### src/rtl/layer_draw_arbiter_if.sv
// Draw-path bundle between the background/object draw blocks and the
// layer compositor.
//   master : draw blocks - drive pixel position, frame strobe, layer
//            requests/colours, background colour and border request.
//   slave  : compositor  - consumes the above, returns the composited RGB,
//            owning layer id, collision pulse, hit mask and frame counter.
interface layer_draw_arbiter_if #(
    parameter int NUM_LAYERS = 4
);
    logic [10:0]             pixelX;
    logic [10:0]             pixelY;
    logic                    startOfFrame;
    logic [NUM_LAYERS-1:0]   layerEnable;
    logic [NUM_LAYERS-1:0]   layerDrawReq;
    logic [8*NUM_LAYERS-1:0] layerRGB;
    logic [7:0]              BG_RGB;
    logic                    bordersDrawReq;
    logic [7:0]              RGBOut;
    logic [2:0]              drawLayerId;
    logic                    collision;
    logic [NUM_LAYERS-1:0]   collisionMask;
    logic [15:0]             frameCount;

    modport master (
        output pixelX, pixelY, startOfFrame, layerEnable, layerDrawReq,
               layerRGB, BG_RGB, bordersDrawReq,
        input  RGBOut, drawLayerId, collision, collisionMask, frameCount
    );

    modport slave (
        input  pixelX, pixelY, startOfFrame, layerEnable, layerDrawReq,
               layerRGB, BG_RGB, bordersDrawReq,
        output RGBOut, drawLayerId, collision, collisionMask, frameCount
    );
endinterface

### src/rtl/layer_draw_arbiter.sv
// Per-pixel compositor and collision scheduler for the VGA draw path.
// Picks the highest-priority effective layer (index 0 wins) or the
// background, registers the colour/owner, and reports at most one
// collision pulse per frame plus a per-frame layer-vs-border hit mask.
// Ports:
//   clk   - pixel clock
//   reset - synchronous, active-high
//   bus   - layer_draw_arbiter_if.slave (requests in, composited pixel,
//           collision, collisionMask and frameCount out)
//
// state | meaning
// IDLE  | after reset, waiting for the first frame; events ignored
// ARMED | in a frame, no collision reported yet
// FIRED | collision already reported for this frame
module layer_draw_arbiter #(
    parameter int         NUM_LAYERS      = 4,
    parameter logic [7:0] TRANSPARENT_RGB = 8'hFF
) (
    input  logic                  clk,
    input  logic                  reset,
    layer_draw_arbiter_if.slave   bus
);
    typedef enum logic [1:0] {IDLE, ARMED, FIRED} state_t;

    state_t                state_q, state_d;
    logic [7:0]            rgb_q, rgb_d;
    logic [2:0]            id_q, id_d;
    logic                  collision_q, collision_d;
    logic [NUM_LAYERS-1:0] mask_q, mask_d;
    logic [NUM_LAYERS-1:0] acc_q, acc_d;
    logic [15:0]           frame_q, frame_d;

    logic [NUM_LAYERS-1:0] eff;
    logic [NUM_LAYERS-1:0] hits;
    logic                  multi;
    logic                  evt;
    logic                  sof;

    // Pixel position is informational only.
    logic unused_pixel;
    assign unused_pixel = ^{bus.pixelX, bus.pixelY};

    assign sof = bus.startOfFrame;

    always_comb begin
        eff = '0;
        for (int i = 0; i < NUM_LAYERS; i++) begin
            eff[i] = bus.layerDrawReq[i] & bus.layerEnable[i]
                   & (bus.layerRGB[8*i +: 8] != TRANSPARENT_RGB);
        end
    end

    // Clearing the lowest set bit leaves something only if two or more were set.
    assign multi = |(eff & (eff - NUM_LAYERS'(1)));
    assign hits  = eff & {NUM_LAYERS{bus.bordersDrawReq}};
    assign evt   = (bus.bordersDrawReq & (|eff)) | multi;

    // Walk from lowest to highest priority so the lowest index overwrites last.
    always_comb begin
        rgb_d = bus.BG_RGB;
        id_d  = 3'(NUM_LAYERS);
        for (int i = NUM_LAYERS - 1; i >= 0; i--) begin
            if (eff[i]) begin
                rgb_d = bus.layerRGB[8*i +: 8];
                id_d  = 3'(i);
            end
        end
    end

    // A startOfFrame coincident with an event starts the new frame and the
    // event belongs to it; out of IDLE that event is not reported.
    always_comb begin
        state_d     = state_q;
        collision_d = 1'b0;
        case (state_q)
            IDLE: begin
                if (sof) state_d = ARMED;
            end
            ARMED: begin
                if (evt) begin
                    state_d     = FIRED;
                    collision_d = 1'b1;
                end
            end
            FIRED: begin
                if (sof) begin
                    if (evt) collision_d = 1'b1;
                    else     state_d     = ARMED;
                end
            end
            default: state_d = IDLE;
        endcase
    end

    // Coincident hits on startOfFrame go to the new frame's accumulator, not
    // to the mask being published.
    always_comb begin
        acc_d   = acc_q;
        mask_d  = mask_q;
        frame_d = frame_q;
        if (sof) begin
            mask_d  = acc_q;
            acc_d   = hits;
            frame_d = frame_q + 16'd1;
        end else if (state_q == IDLE) begin
            acc_d = '0;
        end else begin
            acc_d = acc_q | hits;
        end
    end

    always_ff @(posedge clk) begin
        if (reset) begin
            state_q     <= IDLE;
            rgb_q       <= 8'h00;
            id_q        <= 3'(NUM_LAYERS);
            collision_q <= 1'b0;
            mask_q      <= '0;
            acc_q       <= '0;
            frame_q     <= 16'd0;
        end else begin
            state_q     <= state_d;
            rgb_q       <= rgb_d;
            id_q        <= id_d;
            collision_q <= collision_d;
            mask_q      <= mask_d;
            acc_q       <= acc_d;
            frame_q     <= frame_d;
        end
    end

    assign bus.RGBOut        = rgb_q;
    assign bus.drawLayerId   = id_q;
    assign bus.collision     = collision_q;
    assign bus.collisionMask = mask_q;
    assign bus.frameCount    = frame_q;
endmodule

### src/flat_wrapper.sv
// flat-port wrapper written by rule: the top's interface ports become plain ports
module layer_draw_arbiter_flat 
#(
    parameter int         NUM_LAYERS      = 4,
    parameter logic [7:0] TRANSPARENT_RGB = 8'hFF
)
  (clk, reset, bus_pixelX, bus_pixelY, bus_startOfFrame, bus_layerEnable, bus_layerDrawReq, bus_layerRGB, bus_BG_RGB, bus_bordersDrawReq, bus_RGBOut, bus_drawLayerId, bus_collision, bus_collisionMask, bus_frameCount);
  layer_draw_arbiter_if #(.NUM_LAYERS(NUM_LAYERS)) bus_i ();
  input  logic clk;
  input  logic reset;
  input wire logic [$bits(bus_i.pixelX)-1:0] bus_pixelX;
  input wire logic [$bits(bus_i.pixelY)-1:0] bus_pixelY;
  input wire logic [$bits(bus_i.startOfFrame)-1:0] bus_startOfFrame;
  input wire logic [$bits(bus_i.layerEnable)-1:0] bus_layerEnable;
  input wire logic [$bits(bus_i.layerDrawReq)-1:0] bus_layerDrawReq;
  input wire logic [$bits(bus_i.layerRGB)-1:0] bus_layerRGB;
  input wire logic [$bits(bus_i.BG_RGB)-1:0] bus_BG_RGB;
  input wire logic [$bits(bus_i.bordersDrawReq)-1:0] bus_bordersDrawReq;
  output wire logic [$bits(bus_i.RGBOut)-1:0] bus_RGBOut;
  output wire logic [$bits(bus_i.drawLayerId)-1:0] bus_drawLayerId;
  output wire logic [$bits(bus_i.collision)-1:0] bus_collision;
  output wire logic [$bits(bus_i.collisionMask)-1:0] bus_collisionMask;
  output wire logic [$bits(bus_i.frameCount)-1:0] bus_frameCount;
  assign bus_i.pixelX = bus_pixelX;
  assign bus_i.pixelY = bus_pixelY;
  assign bus_i.startOfFrame = bus_startOfFrame;
  assign bus_i.layerEnable = bus_layerEnable;
  assign bus_i.layerDrawReq = bus_layerDrawReq;
  assign bus_i.layerRGB = bus_layerRGB;
  assign bus_i.BG_RGB = bus_BG_RGB;
  assign bus_i.bordersDrawReq = bus_bordersDrawReq;
  assign bus_RGBOut = bus_i.RGBOut;
  assign bus_drawLayerId = bus_i.drawLayerId;
  assign bus_collision = bus_i.collision;
  assign bus_collisionMask = bus_i.collisionMask;
  assign bus_frameCount = bus_i.frameCount;
  layer_draw_arbiter #(.NUM_LAYERS(NUM_LAYERS), .TRANSPARENT_RGB(TRANSPARENT_RGB)) u_core (.clk(clk), .reset(reset), .bus(bus_i));
endmodule
### config.mk
export PLATFORM = sky130hd
export DESIGN_NAME = layer_draw_arbiter_flat
export DESIGN_NICKNAME = d
export VERILOG_FILES = /design/src/rtl/layer_draw_arbiter_if.sv /design/src/rtl/layer_draw_arbiter.sv /design/src/flat_wrapper.sv
export SDC_FILE = /design/constraint.sdc
export NUM_CORES = 1
export LEC_CHECK = 0
export ABC_AREA = 1
export CORE_MARGIN = 4
export CORE_UTILIZATION = 25
export CTS_CLUSTER_DIAMETER = 150
export DETAILED_ROUTE_END_ITERATION = 6
export PLACE_DENSITY = 0.67
export SYNTH_ARGS = -nofsm -noshare
export SYNTH_HDL_FRONTEND = slang
export SYNTH_SLANG_ARGS = --single-unit
### constraint.sdc
create_clock -name clk -period 2.1 [get_ports clk]
set_input_delay 0.42 -clock clk [delete_from_list [all_inputs] [get_ports clk]]
set_output_delay 0.42 -clock clk [all_outputs]
set_load 0.03 [all_outputs]
==> flow_summary_export.csv <==
group,metric,value,unit
status,outcome,"complete, no violations",
clock_tree,cts.clk_slew.worst_paths,0.08,ns
synth,ys_top_cells_by_area,"sky130_fd_sc_hd__dfxtp_1 (40%), sky130_fd_sc_hd__nand2_1 (15%), sky130_fd_sc_hd__nor2_1 (7.9%)",
finish,drive_above_1_share,11.7,%
grt,global_route.usage.total,12.8,%
critical_path,worst-setup-path-type,"in -> reg",
finish,mostFrequentLayoutCell,"sky130_fd_sc_hd__clkdlybuf4s50_1",
clock_tree,cts_buffers,5,
floorplanning,rows,31,
routing,drt-wirelength-per-cell,11.4,um
critical_path,worst-endpoint-required,2.29,ns
routing,avgViaCountPerCell,4.42,
floorplanning,fp.coreArea,0.00733,sq mm
clock_tree,cts_htree_levels,2,
routing,drt-pass1-iter-count,4,
sta,final_critical_path_setup_slack,0.228,ns
power_and_ir_drop,ir_worst_vdd,0.293,mV
critical_path,critPathLaunchType,"primary input",
sta,timing.final.hold_violations,0,
routing,totalWireLength,5610,um
sta,fmax,534,MHz
power_and_ir_drop,leakagePower,1.29,nW
finish,final_cell_mix,"sky130_fd_sc_hd__clkdlybuf4s50_1 (83), sky130_fd_sc_hd__nand2_1 (74), sky130_fd_sc_hd__nor2_1 (40)",
floorplanning,die_width,95.3,um
floorplanning,die_area,0.00908,sq mm
power_and_ir_drop,power_density,667,mW/mm^2
finish,insertedDiodeCount,0,
sta,finClkSkew,0.00907,ns
grt,grt_antenna_before_repair,0,
place,port_buffers,83,
routing,antenna_violating_nets_post_route,0,
routing,initialDrtViolationCount,79,
job,timing.max_cap.violations,0,
critical_path,cp.arrival,2.06,ns
clock_tree,cts_tree,"yes",
routing,vias,2177,
sta,timing.final.max_slew_violations,0,
sta,hold-worst-slack,0.470,ns
synth,synth_cell_type_count,27,
synth,proportion_of_netlist_area_held_by_the_largest_area_contributor,39.9,%
floorplanning,initial_utilization,26.0,%
finish,fillers,754,
synth,ys_seq_elements,38,
clock_tree,worstSkewPairLatency,0.29,ns
synth,synth_warnings,0,
clock_tree,number_of_clock_sinks,38,
sta,share_of_the_clock_period_used_by_the_worst_path,89.1,%
place,globalplace.congestion,0.865,
synth,syn_avg_cell_area,6.75,sq um
place,pre_cts_slack,-0.0850,ns
grt,grt_pass1_wl,9080,um
synth,mappedNetlistNets,360,
place,dp.final_hpwl,4580,um
floorplanning,dieHeight,95.3,um
finish,design.final.nets,471,
sta,setup_viol,0,
sta,timing.final.crit_period,1.87,ns
place,placement.cell_area,0.00304,sq mm
critical_path,endpoint_kind,"register",
sta,max_slew.worst_pin.slew,0.361,ns
clock_tree,clock_tree.root_cell,"sky130_fd_sc_hd__clkbuf_8",
clock_tree,clock_path_buffers,2,
finish,finish.instance_area,0.00318,sq mm
hold_path,min-delay-path-class,"reg -> reg",
synth,yosysSeqAreaShare,39.9,%
sta,worst_slew_margin_rel,75.9,%
finish,final_util,43.4,%
floorplanning,boundaryPins,106,
grt,first_global_vias,2020,
grt,globalRouteOverflowTotal,0,
critical_path,worst-path-max-fanout,4,
synth,synthesis.instances,282,
finish,flow.area_growth_from_synthesis,67.1,%
synth,post_synthesis_cell_area,0.00190,sq mm
sta,grt_setup_unrepaired,"no",
routing,post-route-drc-count,0,
grt,maximum_number_of_pins_on_one_net_before_global_route_repair,16,
synth,synth_largest_area_cell,"sky130_fd_sc_hd__dfxtp_1",
==> synthesized netlist by cell type (all sizes together) <==
master / n
clkinv: 2
xor2: 1
a22o: 3
nand2: 76
nand3: 20
nor3: 5
a22oi: 1
a21oi: 21
nand4: 4
xnor2: 1
a311oi: 1
a221oi: 2
dfxtp: 38
nor2: 45
ha: 4
nor4: 2
clkbuf: 6
a211oi: 1
o21ai: 23
a31oi: 2
inv: 24
==> layout make-up <==
| type | count | area, sq um | area share (%) |
|---|---|---|---|
| sequential | 38 | 761 | 23.9 |
| clock buffer | 6 | 82.6 | 2.60 |
| multi-input combinational | 212 | 1020 | 32.2 |
| tap | 99 | 124 | 3.89 |
| clock inverter | 2 | 60.1 | 1.89 |
| timing repair buffer | 110 | 1030 | 32.5 |
| inverter | 26 | 97.6 | 3.07 |
==> worst max-delay path: stages <==
cell	delay, ns
sky130_fd_sc_hd__clkdlybuf4s50_1	0.49
sky130_fd_sc_hd__nand2_1	0.06
sky130_fd_sc_hd__nor2_1	0.12
sky130_fd_sc_hd__nand2_1	0.09
sky130_fd_sc_hd__nand2_1	0.11
sky130_fd_sc_hd__nand2_1	0.11
sky130_fd_sc_hd__a21oi_1	0.23
sky130_fd_sc_hd__nand4_1	0.20
sky130_fd_sc_hd__a21oi_1	0.18
sky130_fd_sc_hd__nor2_1	0.05
==> power by group <==
| part | internal, W | switching (W) |
|---|---|---|
| registers | 0.000773 | 0.0000267 |
| logic | 0.000271 | 0.000287 |
| clock network | 0.000507 | 0.000257 |
==> state kept, by name (all words and copies together) (netlist names) <==
signal / count
u_core.bus.drawLayerId: 3
u_core.bus.collision: 1
u_core.acc_q: 4
u_core.bus.frameCount: 16
u_core.state_q: 2
u_core.bus.RGBOut: 8
u_core.bus.collisionMask: 4
==> per-layer routing <==
layer	routed length (um)	vias to the layer above	global-route usage [%]
met4	30	0	2.76
met1	2480	954	15.5
met5	0	-	0
met2	2590	67	21.2
li1	-	1152	-
met3	515	4	5.21
==> through the flow <==
step | power (W) | cells | TNS (ns)
after floorplan | 0.00111 | 282 | 0
after global placement | 0.00136 | 485 | -0.418
after detailed placement | 0.00137 | 485 | -0.502
after CTS | 0.00215 | 493 | 0
after global routing | 0.00225 | 493 | 0
final | 0.00212 | 493 | 0
==> what timing repair did <==
item	CTS	global route
setup buffers	0	0
endpoints found under the setup margin	0	1
hold buffers	0	0
resized for setup	0	1
==> final timing paths <==
check,from,end,slack (ns),cells past startpoint
worst min-delay path,u_core.acc_q[2]$_SDFF_PP0_,u_core.acc_q[2]$_SDFF_PP0_,0.47,2
worst max register to register,u_core.bus.frameCount[0]$_SDFFE_PP0P_,u_core.bus.frameCount[14]$_SDFFE_PP0P_,0.29,12
worst min register to register,u_core.acc_q[2]$_SDFF_PP0_,u_core.acc_q[2]$_SDFF_PP0_,0.47,2
worst max-delay path,bus_layerRGB[25],u_core.state_q[1]$_SDFFE_PP0P_,0.23,10
==> kinds of logic after synthesis <==
| group | after synthesis | share of synthesized area [%] |
|---|---|---|
| flip-flops | 38 | 39.9 |
| buffers and inverters | 32 | 6.31 |
| AND/OR/NAND/NOR | 152 | 34.4 |
| AO/OA/AOI/OAI | 54 | 15.8 |
| XOR/XNOR | 2 | 0.920 |
| adder cells (fa/ha/maj) | 4 | 2.63 |
Power figures use the tool's default switching activity.
==> RTL change: new RTL, same flow settings <==
`NUM_LAYERS` is set to 4 in 3 places; all go to 5.
--- a/src/rtl/layer_draw_arbiter_if.sv
+++ b/src/rtl/layer_draw_arbiter_if.sv
@@ -5,7 +5,7 @@
 //   slave  : compositor  - consumes the above, returns the composited RGB,
 //            owning layer id, collision pulse, hit mask and frame counter.
 interface layer_draw_arbiter_if #(
-    parameter int NUM_LAYERS = 4
+    parameter int NUM_LAYERS = 5
 );
     logic [10:0]             pixelX;
     logic [10:0]             pixelY;
--- a/src/rtl/layer_draw_arbiter.sv
+++ b/src/rtl/layer_draw_arbiter.sv
@@ -13,7 +13,7 @@
 // ARMED | in a frame, no collision reported yet
 // FIRED | collision already reported for this frame
 module layer_draw_arbiter #(
-    parameter int         NUM_LAYERS      = 4,
+    parameter int         NUM_LAYERS      = 5,
     parameter logic [7:0] TRANSPARENT_RGB = 8'hFF
 ) (
     input  logic                  clk,
--- a/src/flat_wrapper.sv
+++ b/src/flat_wrapper.sv
@@ -1,7 +1,7 @@
 // flat-port wrapper written by rule: the top's interface ports become plain ports
 module layer_draw_arbiter_flat 
 #(
-    parameter int         NUM_LAYERS      = 4,
+    parameter int         NUM_LAYERS      = 5,
     parameter logic [7:0] TRANSPARENT_RGB = 8'hFF
 )
   (clk, reset, bus_pixelX, bus_pixelY, bus_startOfFrame, bus_layerEnable, bus_layerDrawReq, bus_layerRGB, bus_BG_RGB, bus_bordersDrawReq, bus_RGBOut, bus_drawLayerId, bus_collision, bus_collisionMask, bus_frameCount);
Ports: changed (resized bus_collisionMask, bus_layerDrawReq, bus_layerEnable and bus_layerRGB); port bits go from 106 to 117. No check against the original RTL was run, so the function may have changed too.
==> RTL change against the original RTL <==
- sequential power up 6.3%
- area after synthesis is 17% higher
- routed wire length increased by 23%
- sequential cell count grew 2
- critical path type unchanged
- worst setup slack better by 0.010 ns
- via count is 17% higher
- core utilization decreased by 2.7 points
- total power decreased by 4.8%
- design area increased by 11%
==> RTL change: results <==
[status]
status = finished clean

[min_path]
hp-start = u_core.acc_q[1]
min_to = u_core.acc_q[1]

[global_routing]
use_met3 = 0.0369
use_met2 = 0.233
met1_usage = 0.159
track_usage = 0.134
grt_pass1_wl_um = 11100
grt_max_degree = 17

[routing]
wl_met3_um = 491
wl_met1_um = 2940
dr_total_vias = 2544
routedWlPerCell_um = 12.3
met2WireLength_um = 3330
drt-total-wl_um = 6890

[sta]
max_freq_mhz = 537
skew_ns = 0.00480
whs_ns = 0.473
tightest_slew_ns = 0.404

[place]
pre_cts_ws_ns = -0.0816
place_inst = 551
port_buffers = 94
placed_area_um2 = 3440
place_congestion = 0.847
hpwl_um = 5780

[critical_path]
critPathLaunch = bus_startOfFrame
crit_family = simple AND/OR/NAND/NOR gates
r2r_slack_ns = 0.37
crit_end = u_core.bus.frameCount[14]
path_max_fanout = 6
slowest_delay_ns = 0.60

[logic_synthesis]
synthesis.nets = 422
synth_seq_area_share = 0.361
syn_inst = 333
ys_types = 31
yosysWarnings = 0
synth.top_cells.by_count = nand2_1 (81), nor2_1 (45), dfxtp_1 (40)
synthTopCellsByArea = dfxtp_1 (36%), nand2_1 (14%), nor2_1 (7.6%)

[cells_and_area]
fillers = 908
largest_reg_flops = 16
drive_gt1_frac = 0.126
nets = 539

[power]
p_clk_frac = 0.264
p_sw_uw = 640
leakage_nw = 1.43
pg_comb_uw = 638
power.density_nw_per_um2 = 572
vdd.ir_drop.worst_mv = 0.266

[clock_tree]
cts_resized = 0
path_clk_slew_ns = 0.07
clk_latency_ns = 0.29
RTL change: cell count changes after synthesis, sizes merged, moves of 4 or more:
| cell | delta |
|---|---|
| nor3 | +4 |
| a21oi | +4 |
| inv | +13 |
| o2111ai | +4 |
| nor2 | +6 |
| buf | +5 |
| nand2 | +14 |
RTL change: layout make-up:
cell class | instances | area (um^2) | area share
clock buffers | 6 | 82.6 | 0.0234
multi-input cells | 247 | 1240 | 0.351
well taps | 108 | 135 | 0.0383
inverters | 38 | 144 | 0.0407
repair buffers | 118 | 1120 | 0.317
flip-flops and latches | 40 | 801 | 0.227
clock inverters | 2 | 10.0 | 0.00283
RTL change: logic make-up (layout without fill, tap and decap cells):
kind of cell / Yosys count / after routing / synth area share
AO/OA/AOI/OAI: 65 / 65 / 0.163
XOR/XNOR: 1 / 1 / 0.00395
adder cells (fa/ha/maj): 5 / 5 / 0.0282
buffers and inverters: 46 / 164 / 0.0812
flip-flops: 40 / 40 / 0.361
AND/OR/NAND/NOR: 176 / 176 / 0.363
